===== src/rtl/env_intc_pkg.sv =====
// Shared types and constants for the environment interrupt controller:
// FSM state, register offsets, status bit layout and the acknowledge vector format.
package env_intc_pkg;

    typedef enum logic [1:0] {
        ST_IDLE    = 2'd0,
        ST_REQ     = 2'd1,
        ST_ACK     = 2'd2,
        ST_SERVICE = 2'd3
    } state_t;

    localparam logic [1:0] REG_MASK   = 2'd0;
    localparam logic [1:0] REG_STATUS = 2'd1;
    localparam logic [1:0] REG_VEC    = 2'd2;

    localparam int STAT_PEND_LSB  = 0;
    localparam int STAT_INSVC_BIT = 5;
    localparam int STAT_SRC_LSB   = 6;

    // Vector byte presented on the data bus during an interrupt acknowledge.
    function automatic logic [7:0] ack_vector(input logic [4:0] vec_hi, input logic [1:0] src);
        return {vec_hi, src, 1'b0};
    endfunction

endpackage


===== src/rtl/env_intc_prio.sv =====
// Fixed-priority encoder: lowest set index of the eligible vector wins.
module env_intc_prio (
    input  logic [3:0] eligible,
    output logic       valid,
    output logic [1:0] idx
);

    always_comb begin
        valid = 1'b0;
        idx   = 2'd0;
        // Scan downwards so the lowest set bit is the last (winning) assignment.
        for (int i = 3; i >= 0; i--) begin
            if (eligible[i]) begin
                valid = 1'b1;
                idx   = 2'(i);
            end
        end
    end

endmodule


===== src/rtl/env_intc.sv =====
// Single-level interrupt controller: edge-latched requests, mask, vectored
// acknowledge on the CPU bus, and an EOI-terminated service phase.
module env_intc
    import env_intc_pkg::*;
#(
    parameter logic [7:0] BASE_ADDR = 8'h90,
    parameter int         NUM_SRC   = 4
) (
    input  logic               clk,
    input  logic               reset,
    input  logic [NUM_SRC-1:0] irq_req,
    input  logic               m1_n,
    input  logic               iorq_n,
    input  logic               rd_n,
    input  logic               wr_n,
    input  logic [7:0]         addr,
    input  logic [7:0]         wr_data,
    output logic               int_n,
    output logic [7:0]         rd_data,
    output logic               dout_en
);

    state_t             state_q, state_d;
    logic               int_n_q, int_n_d;
    logic [NUM_SRC-1:0] pending_q, pending_d;
    logic [NUM_SRC-1:0] mask_q, mask_d;
    logic [7:0]         vec_base_q, vec_base_d;
    logic [1:0]         cur_src_q, cur_src_d;
    logic [NUM_SRC-1:0] irq_prev_q;
    logic               wr_n_q;

    logic [NUM_SRC-1:0] irq_rise;
    logic [NUM_SRC-1:0] eligible;
    logic               win_valid;
    logic [1:0]         win_idx;
    logic [8:0]         addr_off;
    logic [1:0]         reg_off;
    logic               reg_sel;
    logic               ack_cycle;
    logic               ack_take;
    logic               wr_pulse;
    logic [7:0]         status;

    env_intc_prio u_prio (
        .eligible (eligible),
        .valid    (win_valid),
        .idx      (win_idx)
    );

    // 9-bit offset keeps addresses below the base (and any carry past 8'hFF) out of range.
    always_comb begin
        irq_rise  = irq_req & ~irq_prev_q;
        eligible  = pending_q & mask_q;
        addr_off  = {1'b0, addr} - {1'b0, BASE_ADDR};
        reg_off   = addr_off[1:0];
        reg_sel   = ~iorq_n & m1_n & (addr_off < 9'd3);
        ack_cycle = ~iorq_n & ~m1_n;
        ack_take  = (state_q == ST_REQ) & ack_cycle & win_valid;
        wr_pulse  = reg_sel & ~wr_n & wr_n_q;

        status = '0;
        status[STAT_SRC_LSB +: 2]        = cur_src_q;
        status[STAT_INSVC_BIT]           = (state_q == ST_SERVICE);
        status[STAT_PEND_LSB +: NUM_SRC] = pending_q;
    end

    always_comb begin
        state_d    = state_q;
        int_n_d    = int_n_q;
        cur_src_d  = cur_src_q;
        pending_d  = pending_q;
        mask_d     = mask_q;
        vec_base_d = vec_base_q;

        case (state_q)
            ST_IDLE: begin
                if (win_valid) begin
                    state_d = ST_REQ;
                    int_n_d = 1'b0;
                end
            end
            ST_REQ: begin
                if (ack_take) begin
                    state_d            = ST_ACK;
                    int_n_d            = 1'b1;
                    cur_src_d          = win_idx;
                    pending_d[win_idx] = 1'b0;
                end else if (!win_valid) begin
                    state_d = ST_IDLE;
                    int_n_d = 1'b1;
                end
            end
            ST_ACK: begin
                if (iorq_n) begin
                    state_d = ST_SERVICE;
                end
            end
            ST_SERVICE: begin
                if (wr_pulse && reg_off == REG_STATUS) begin
                    state_d = ST_IDLE;
                end
            end
            default: state_d = ST_IDLE;
        endcase

        // New edges are merged after the acknowledge clear so a same-cycle re-rise survives.
        pending_d = pending_d | irq_rise;

        if (wr_pulse) begin
            case (reg_off)
                REG_MASK: mask_d     = wr_data[NUM_SRC-1:0];
                REG_VEC:  vec_base_d = wr_data;
                default:  ;
            endcase
        end
    end

    // Data bus drive: acknowledge vector takes precedence over register reads.
    always_comb begin
        dout_en = 1'b0;
        rd_data = 8'h00;
        if (state_q == ST_ACK) begin
            dout_en = 1'b1;
            rd_data = ack_vector(vec_base_q[7:3], cur_src_q);
        end else if (ack_take) begin
            dout_en = 1'b1;
            rd_data = ack_vector(vec_base_q[7:3], win_idx);
        end else if (reg_sel && !rd_n) begin
            case (reg_off)
                REG_MASK: begin
                    dout_en = 1'b1;
                    rd_data = {{(8-NUM_SRC){1'b0}}, mask_q};
                end
                REG_STATUS: begin
                    dout_en = 1'b1;
                    rd_data = status;
                end
                REG_VEC: begin
                    dout_en = 1'b1;
                    rd_data = vec_base_q;
                end
                default: ;
            endcase
        end
    end

    always_ff @(posedge clk) begin
        if (reset) begin
            state_q    <= ST_IDLE;
            int_n_q    <= 1'b1;
            pending_q  <= '0;
            mask_q     <= '0;
            vec_base_q <= 8'h00;
            cur_src_q  <= 2'd0;
            irq_prev_q <= '0;
            wr_n_q     <= 1'b1;
        end else begin
            state_q    <= state_d;
            int_n_q    <= int_n_d;
            pending_q  <= pending_d;
            mask_q     <= mask_d;
            vec_base_q <= vec_base_d;
            cur_src_q  <= cur_src_d;
            irq_prev_q <= irq_req;
            wr_n_q     <= wr_n;
        end
    end

    assign int_n = int_n_q;

endmodule


===== config.mk =====
export PLATFORM = sky130hd
export DESIGN_NAME = env_intc
export DESIGN_NICKNAME = d
export VERILOG_FILES = /design/src/rtl/env_intc_pkg.sv /design/src/rtl/env_intc_prio.sv /design/src/rtl/env_intc.sv
export SDC_FILE = /design/constraint.sdc
export NUM_CORES = 1
export LEC_CHECK = 0
export ABC_AREA = 1
export CAP_MARGIN = 15
export CORE_ASPECT_RATIO = 0.8
export CORE_MARGIN = 1.5
export CORE_UTILIZATION = 51
export CTS_BUF_LIST = sky130_fd_sc_hd__clkbuf_4
export DETAILED_ROUTE_END_ITERATION = 6
export HOLD_SLACK_MARGIN = 0.06
export PLACE_DENSITY = 0.92
export SLEW_MARGIN = 40
export SYNTH_ARGS = -nofsm -noshare
export SYNTH_HDL_FRONTEND = slang
export SYNTH_SLANG_ARGS = --single-unit
export TNS_END_PERCENT = 5

===== constraint.sdc =====
create_clock -name clk -period 2.15 [get_ports clk]
set_clock_uncertainty 0.15 [all_clocks]
set_input_delay 0.43 -clock clk [delete_from_list [all_inputs] [get_ports clk]]
set_output_delay 0.43 -clock clk [all_outputs]
set_load 0.02 [all_outputs]

* After elaboration in Yosys (flattened, before gate mapping)
Index checks and enable logic that the tools add are counted.
** Operators by class
- Add/subtract/negate cells :: 1
- $lt $le $gt $ge :: 3
- Eq/ne operators :: 9
- Multiplexer cells :: 30
- Bitwise logic cells :: 16
- Reductions and logical operators :: 13
** Operators with widths (count)
- 8-bit 2-to-1 mux :: 3
- 8-bit case mux with 3 select lines :: 1
- 2-bit 2-to-1 mux :: 9
- 4-bit AND :: 3
- 1-bit 2-to-1 mux :: 12
- 9-bit by 2-bit < comparator with 1-bit output (second input constant) :: 1
- 8-bit by 8-bit subtractor with 9-bit output (second input constant) :: 1
- 4-bit 2-to-1 mux :: 2
- 4-bit inverter :: 2
- 2-bit case mux with 4 select lines :: 1
- 1-bit AND :: 7
- 2-bit equality test (second input constant) :: 3
- 2-bit AND reduction :: 3
- 2-bit by 1-bit equality test with 1-bit output (second input constant) :: 2
- 2-bit zero test :: 2
- 2-bit != test (second input constant) :: 2
- 4-bit bitwise OR :: 1
- 4-bit AND reduction :: 1
- 1-bit logical AND :: 3
- 2-bit by 3-bit < comparator with 1-bit output (second input constant) :: 1
- 3-bit != test (second input constant) :: 1
- 1-bit inverter :: 3
- 3-bit AND reduction :: 1
- 3-bit OR reduction :: 1
- 6 further kinds :: 6
** Storage, ports and cells
- Register bits after elaboration :: 26
- Bits of input ports :: 26
- Output and inout port bits :: 10

* Longest topological paths before layout
Gate-level depths: netlist (run 1).
- Word-level depth :: 14
- Gate-level depth with buffers :: 12

* Hierarchy
From an unflattened synthesis (run 1), not the netlist that was laid out.
** Unflattened totals
- Cell total of the unflattened synthesis :: 235
- Area total of the unflattened synthesis :: 1490.2 µm²
** Modules (own cells, without submodules)
- env_intc :: times used 1, cells each 227, area an instance 1453.9 µm², sequential area each 520.5 µm²
- env_intc_prio :: times used 1, cells each 8, area an instance 36.3 µm², sequential area each 0.0 µm²

* Worst setup path after synthesis (run 1)
OpenSTA, ideal clock, no wires.
- Path kind :: input port to output port
- Start :: input port addr[4]
- End :: output port rd_data[1]
- Data arrival time :: 1.770 ns
- Required time :: 1.570 ns
- Slack :: -0.200 ns
- Stages :: 8
- Cells stage by stage :: inv_1 ha_1 nand4_1 nor2_2 nand2_2 nor2_2 a21oi_1 o21ai_0
** On the way
- Word-level cells in the longest chain between the ends :: 7
** Ends and longest elaborated chain
- start: declaration :: line env_intc.sv:16 : input logic [7:0] addr,
- 8-bit by 8-bit subtractor with 9-bit output :: line env_intc.sv:54 : addr_off = {1'b0, addr} - {1'b0, BASE_ADDR};
- 9-bit by 2-bit < comparator with 1-bit output :: line env_intc.sv:56 : reg_sel = ~iorq_n & m1_n & (addr_off < 9'd3);
- 1-bit AND :: line env_intc.sv:56
- 1-bit logical AND :: line env_intc.sv:128 : end else if (reg_sel && !rd_n) begin
- 8-bit 2-to-1 mux :: line env_intc.sv:128
- 8-bit 2-to-1 mux :: line env_intc.sv:125 : end else if (ack_take) begin
- 8-bit 2-to-1 mux :: line env_intc.sv:122 : if (state_q == ST_ACK) begin
- end: declaration :: line env_intc.sv:19 : output logic [7:0] rd_data,
Every way passes these cells.

* Worst setup path after layout (run 1)
- Start :: input port addr[4]
- End :: output port rd_data[7]
The elaborated chain is that of the path after synthesis.

==> results.cfg, run 1 <==
[layout]
finalCoreUtilization = 0.875
final_net_count = 347
fillers = 145
n_antenna_cell = 0
final_cells = 357
fin_area_um2 = 2380
drive_gt1_frac = 0.361
area_delta_synth_final_pct = 64.4

[clock_tree]
clock_path_buffers = 2
cts_tree = built
clock_latency_ns = 0.34
cts_made_buffers = 3
root_buffer = clkbuf_4
clkTransAtPathRegs_ns = 0.14
cts.htree.levels = 1
cts_hold_buf = 0
clkSinkCount = 26

[synthesis]
synth_top_cell_by_area = dfxtp_1
synth_warnings = 0
muxShareOfSynthArea = 0
synthAdderAreaFrac = 0.00864
syn_area_um2 = 1450
synth_compound_area_frac = 0.106
synth_xor_area_frac = 0
synthCells = 229
yosys-top-cells-count = nand2_1, nor2_1, inv_1
avgSynthCellArea_um2 = 6.33
yosysMostFrequentCell = nand2_1
synth_ff_type = dfxtp_1
ys_types = 26
syn_nets = 256
ys_seq_area_frac = 0.359
synth_top_family_by_area = simple AND/OR/NAND/NOR gates
yosys.area.top_type_share = 0.359
synthSimpleGateAreaFrac = 0.408
async_flop_share = 0
synth_edf_count = 0
synth_area_leaders = dfxtp_1, nand2_1, nor2_1, inv_1, a21oi_1
ys_ff_latch = 26

[drt]
highest_layer = met4
routedWlPerCell_um = 15.7
drt-total-wl_um = 5610
detail_route.iter0.violations = 140
vias_per_cell = 5.48
route.met2.wl_um = 2800
routedLengthMet1_um = 1990
dr_wl_met3_um = 554
drc = 0
dr.pass1.iters = 5
vias = 1956
ant_nets = 0

[hold_path]
hp-class = reg -> reg
hold_path_depth = 1
hold_end = pending_q[0]
hold_path.startpoint = irq_prev_q[0]

[timing]
slew_viol_final = 0
finalSetupViolations = 9
tns_ns = -1.62
setup_slack_ns = -0.216
max_slew_margin = 0.639
timing.hold.ws_ns = 0.287
period_needed_ns = 2.37
worst_slew_pin_slew_ns = 0.540
max_freq_mhz = 423
rsz0062_at_grt = yes
hold_viol_final = 0
finalCritPeriodShare = 1.10

[flow_run]
maxCapViolations = 0

[critical_path]
worst_setup_path_start_kind = input pin
required_ns = 1.57
r2r_slack_ns = 0.55
crit_path_cell_trace = buf_8, inv_4, ha_4, nand4_1, nor2_2, nand2_2, nor2_4, nand2_1, nand2_2, inv_4, o21ai_2, buf_6
endpoint_kind = output port
crit_buf_inv = 4
crit_path_max_fanout = 7
worstSetupPathType = in -> out
reg2reg_depth = 11
crit_slowest_cell = ha_4
slowest_delay_ns = 0.24
critPathArrivalTime_ns = 1.79
timing.rr.start = state_q[0]
path_delay_family = simple AND/OR/NAND/NOR gates
r2r_end = pending_q[1]

[floorplanning]
fp.coreArea_um2 = 2720
rows = 17
num_io_pins = 36
die_area_um2 = 3170
chipWidth_um = 62.6
start_util = 0.532
fp.dieH_um = 50.7

[power_and_ir_drop]
leakage_uw = 0.00124
max-vdd-ir-drop_mv = 0.641
power.density_nw_per_um2 = 413

[placement]
dpl.cell_count = 338
postPlaceCellArea_um2 = 2140
gp_congestion = 0.930
dp_hpwl_um = 3190
port_buffers = 35

[global_routing]
overflow = 0
grt_pass1_wl_um = 7710
grt_pass1_vias = 1736
grt_util_all_layers = 0.306
grt_antenna_before_repair = 0
grt_start_max_net_pins = 17

[status]
violations = setup timing
outcome = finished with violations
-- routing by layer --
| layer | track usage | vias to the layer above |
|---|---|---|
| met4 | 0.0481 | 0 |
| met2 | 0.611 | 143 |
| met5 | 0 | - |
| li1 | - | 887 |
| met3 | 0.0605 | 40 |
| met1 | 0.343 | 886 |
-- logic make-up (layout without fill, tap and decap cells) --
logic type / Yosys count / after routing
buffers and inverters: 43 / 133
DFF: 26 / 26
AOI/OAI and AO/OA: 25 / 25
adders and majority gates: 1 / 1
and+or+nand+nor: 134 / 134
-- report_power, final --
part	internal (uW)	total [uW]	switching (uW)	leakage (uW)
Clock	189	345	156	0.0000279
Combinational	75.5	138	62.3	0.000998
Sequential	494	500	6.19	0.000214
-- state kept, by name (all words and copies together) (netlist names), named ones only --
signal and flops:
int_n 1, pending_q 4, mask_q 4, state_q 1, vec_base_q 8, cur_src_q 2
wr_n_q 1, irq_prev_q 4
-- cells in the final DEF, fill, tap and decap left out, drive strengths merged --
master / instances
a21oi: 8
a31oi: 2
buf: 65
bufinv: 1
clkbuf: 3
clkdlybuf4s15: 1
clkdlybuf4s50: 16
dfxtp: 26
dlygate4sd2: 7
ha: 1
inv: 40
nand2: 63
nand3: 9
nand3b: 1
nand4: 4
nor2: 53
nor3: 2
o211ai: 3
o21ai: 10
o21bai: 1
o22ai: 1
or2: 2
-- worst max-delay path by stage --
| stage | start | endpoint | slack, ns | depth (start not counted) |
|---|---|---|---|---|
| after detailed placement | addr[4] | rd_data[2] | -1.18 | 10 |
| after global placement | addr[4] | rd_data[2] | -1.13 | 10 |
| after global routing | pending_q[0] | rd_data[7] | -0.30 | 11 |
| after CTS | addr[4] | rd_data[3] | -0.24 | 12 |
| final | addr[4] | rd_data[7] | -0.22 | 12 |
| after floorplan | addr[4] | rd_data[3] | -0.05 | 10 |
-- final cells by class --
| type | count | area, um2 | share of cell area |
|---|---|---|---|
| repair buffers | 89 | 753 | 0.316 |
| flip-flops and latches | 26 | 528 | 0.222 |
| inverters | 40 | 158 | 0.0662 |
| multi-input cells | 160 | 843 | 0.354 |
| clock inverters | 1 | 30.0 | 0.0126 |
| well taps | 38 | 47.5 | 0.0200 |
| clock buffers | 3 | 22.5 | 0.00945 |
-- stage by stage --
step	setup slack [ns]	total power, uW
2_1_floorplan	-0.0546	545
3_3_place_gp	-1.13	625
3_5_place_dp	-1.18	629
4_1_cts	-0.241	968
5_1_grt	-0.296	1020
6_report	-0.216	983
-- repair_timing --
action,4_1_cts,5_1_grt
setup endpoints to repair,9,9
pin swaps,10,14
endpoints found under the hold margin,0,0
gates resized for setup,78,25
buffers inserted,10,5
Note: power is estimated with default switching activity, not from simulation.
==> inputs of run 2 (changes only) <==
Settings changed: CTS_CLUSTER_DIAMETER set to 50, SLEW_MARGIN 40 to 20.
==> results of run 2 <==
No change in the layout: final DEF, timing and power equal those of run 1.
==> patch, RTL diff (config.mk and constraints of run 2) <==
The 4 states of `state_t` get a Gray code encoding in 2 bits.
--- a/src/rtl/env_intc_pkg.sv
+++ b/src/rtl/env_intc_pkg.sv
@@ -4,8 +4,8 @@
 
     typedef enum logic [1:0] {
-        ST_IDLE    = 2'd0,
-        ST_REQ     = 2'd1,
-        ST_ACK     = 2'd2,
-        ST_SERVICE = 2'd3
+        ST_IDLE    = 2'b00,
+        ST_REQ     = 2'b01,
+        ST_ACK     = 2'b11,
+        ST_SERVICE = 2'b10
     } state_t;
 
Formal check against the unedited RTL: no difference found for any inputs over 4 cycles, from zero or initial values and one cycle with reset high; so few cycles prove little.
==> patch against run 2 <==
The run still ends with setup timing left; design area decreased by 5.1%; worst setup slack improved by 18 ps; area after synthesis decreased by 0.86%; non-clock buffer count decreased by 18; sequential share of layout area increased by 1.1 points; synthesized cell count decreased by 7.0%; first-iteration DRC count decreased by 58%; worst hold slack got worse by 4.6 ps; wire length decreased by 24%; sequential cell count unchanged.
Power is not compared: it rests on default switching activity, and its combinational part moved more than twofold at a synthesized area within 25%.
==> patch: results (changes against run 2) <==
synthesized area per cell: 6.744 µm² (+6.6%)
RD Place Congestion: 0.8415 (-9.5%)
Reg area: 525.5 µm² (-0.47%)
pin count of the biggest net entering global routing: 16 (-1)
Nets: 314 (-9.5%)
IO buf count: 35 (unchanged)
first-pass GRT wire length: 6837 µm (-11%)
PnR worst setup slack: -198.5 ps (+17.66 ps)
violated checks: setup timing
number of non-clock inverters in the layout: 31 (-23%)
non-filler cells, final: 324 (-9.2%)
Cell variety after synth: 29 (+12%)
critical-path maximum fanout: 6 (-1)
Synth top cells by count: nand2_1 (51), nor2_1 (31), inv_1 (29), dfxtp_1 (26), nand3_1 (17)
Clock-cell share: 0.02324 (+0.001184)
Placed Instance Area: 2108 µm² (-1.3%)
Non-clk bufs: 71 (-20%)
root buf cell: clkbuf_4
layout sequential cell count: 26 (unchanged)
Tot GR Track Use: 0.2741 (-0.03235)
Routed Wire Length: 4267 µm (-24%)
top post-synthesis cells by area: dfxtp_1 (36%), nand2_1 (13%), nor2_1 (8.1%)
vias: 1667 (-15%)
setup violators final: 9 (unchanged)
multi-input combinational cell count: 154 (-3.8%)
Antenna Cells: 0 (unchanged)
setup_tns: -1376 ps (+246.3 ps)
fill count: 167 (+15%)
NonClk Buf Share: 0.2728 (-0.04335)
status: finished with violations
Arr. time, crit path: 1770 ps (-20 ps)
CP endpoint: rd_data[6]
Pre-Repair DR Iteration Count: 4 (-1)
multi-input gate share of total cell area: 0.3968 (+0.04280)
via count of the first global-routing pass: 1592 (-8.3%)
Rel. slew slack: 0.6708 (+0.03194)
Seq/total area: 0.2324 (+0.01079)
dpl ws: -1142 ps (+39.00 ps)
HPWL Detailed: 3043 µm (-4.5%)
share of layout cells above drive strength 1: 0.3497 (-0.01085)
initial antenna violation count: 0 (unchanged)
Iter 0 DRT Violations: 59 (-58%)
-- patch: cell types whose count changed in the layout (fill, tap and decap cells not counted), sizes merged, moves of 2 or more --
cell and change:
inv -9, nand3 +9, a21oi +5, nand2 -10, o21ai +4, buf -18
nor3 +3, nand4 -2, nor2 -13
-- patch: layer usage --
metal / wire length (µm) / vias to the layer above / global-route usage
met5: 0 / - / 0
met4: 112 / 0 / 0.09630
met3: 228 / 16 / 0.05157
met2: 2078 / 66 / 0.5217
met1: 1847 / 762 / 0.3104
li1: - / 823 / -
-- patch: worst reg2reg max path: stages, from the launching register on --
cell     delay, ps
dfxtp_2        380
inv_1           60
nor2_2          90
inv_1           70
nor2_2         100
nand2_2         80
buf_4          160
nor2_4          80
buf_4          120
nand3_1         60
a21oi_1        120
nor2_1          50
-- patch: cells by family (layout without fill, tap and decap cells) --
group	Yosys count	after routing	share of synthesized area
AND/OR/NAND/NOR	121	122	0.4085
buffers and inverters	34	106	0.09582
AO/OA/AOI/OAI	31	31	0.1246
flip-flops	26	26	0.3624
adder cells (fa/ha/maj)	1	1	0.008709
-- patch: repair_timing --
| action | CTS | global route |
|---|---|---|
| gates cloned | 0 | 1 |
| setup endpoints to repair | 9 | 9 |
| resized for setup | 76 | 22 |
| hold buffers | 0 | 0 |
| pin swaps | 10 | 7 |
| buffers inserted | 1 | 0 |
-- patch: through the flow --
stage / hold slack, ps / power (W)
6_report: 282.2 / 0.001239
5_1_grt: 302.9 / 0.001295
4_1_cts: 295.5 / 0.001224
3_5_place_dp: 275.3 / 0.0008764
3_3_place_gp: 252.6 / 0.0008630
2_1_floorplan: 248.8 / 0.0007088
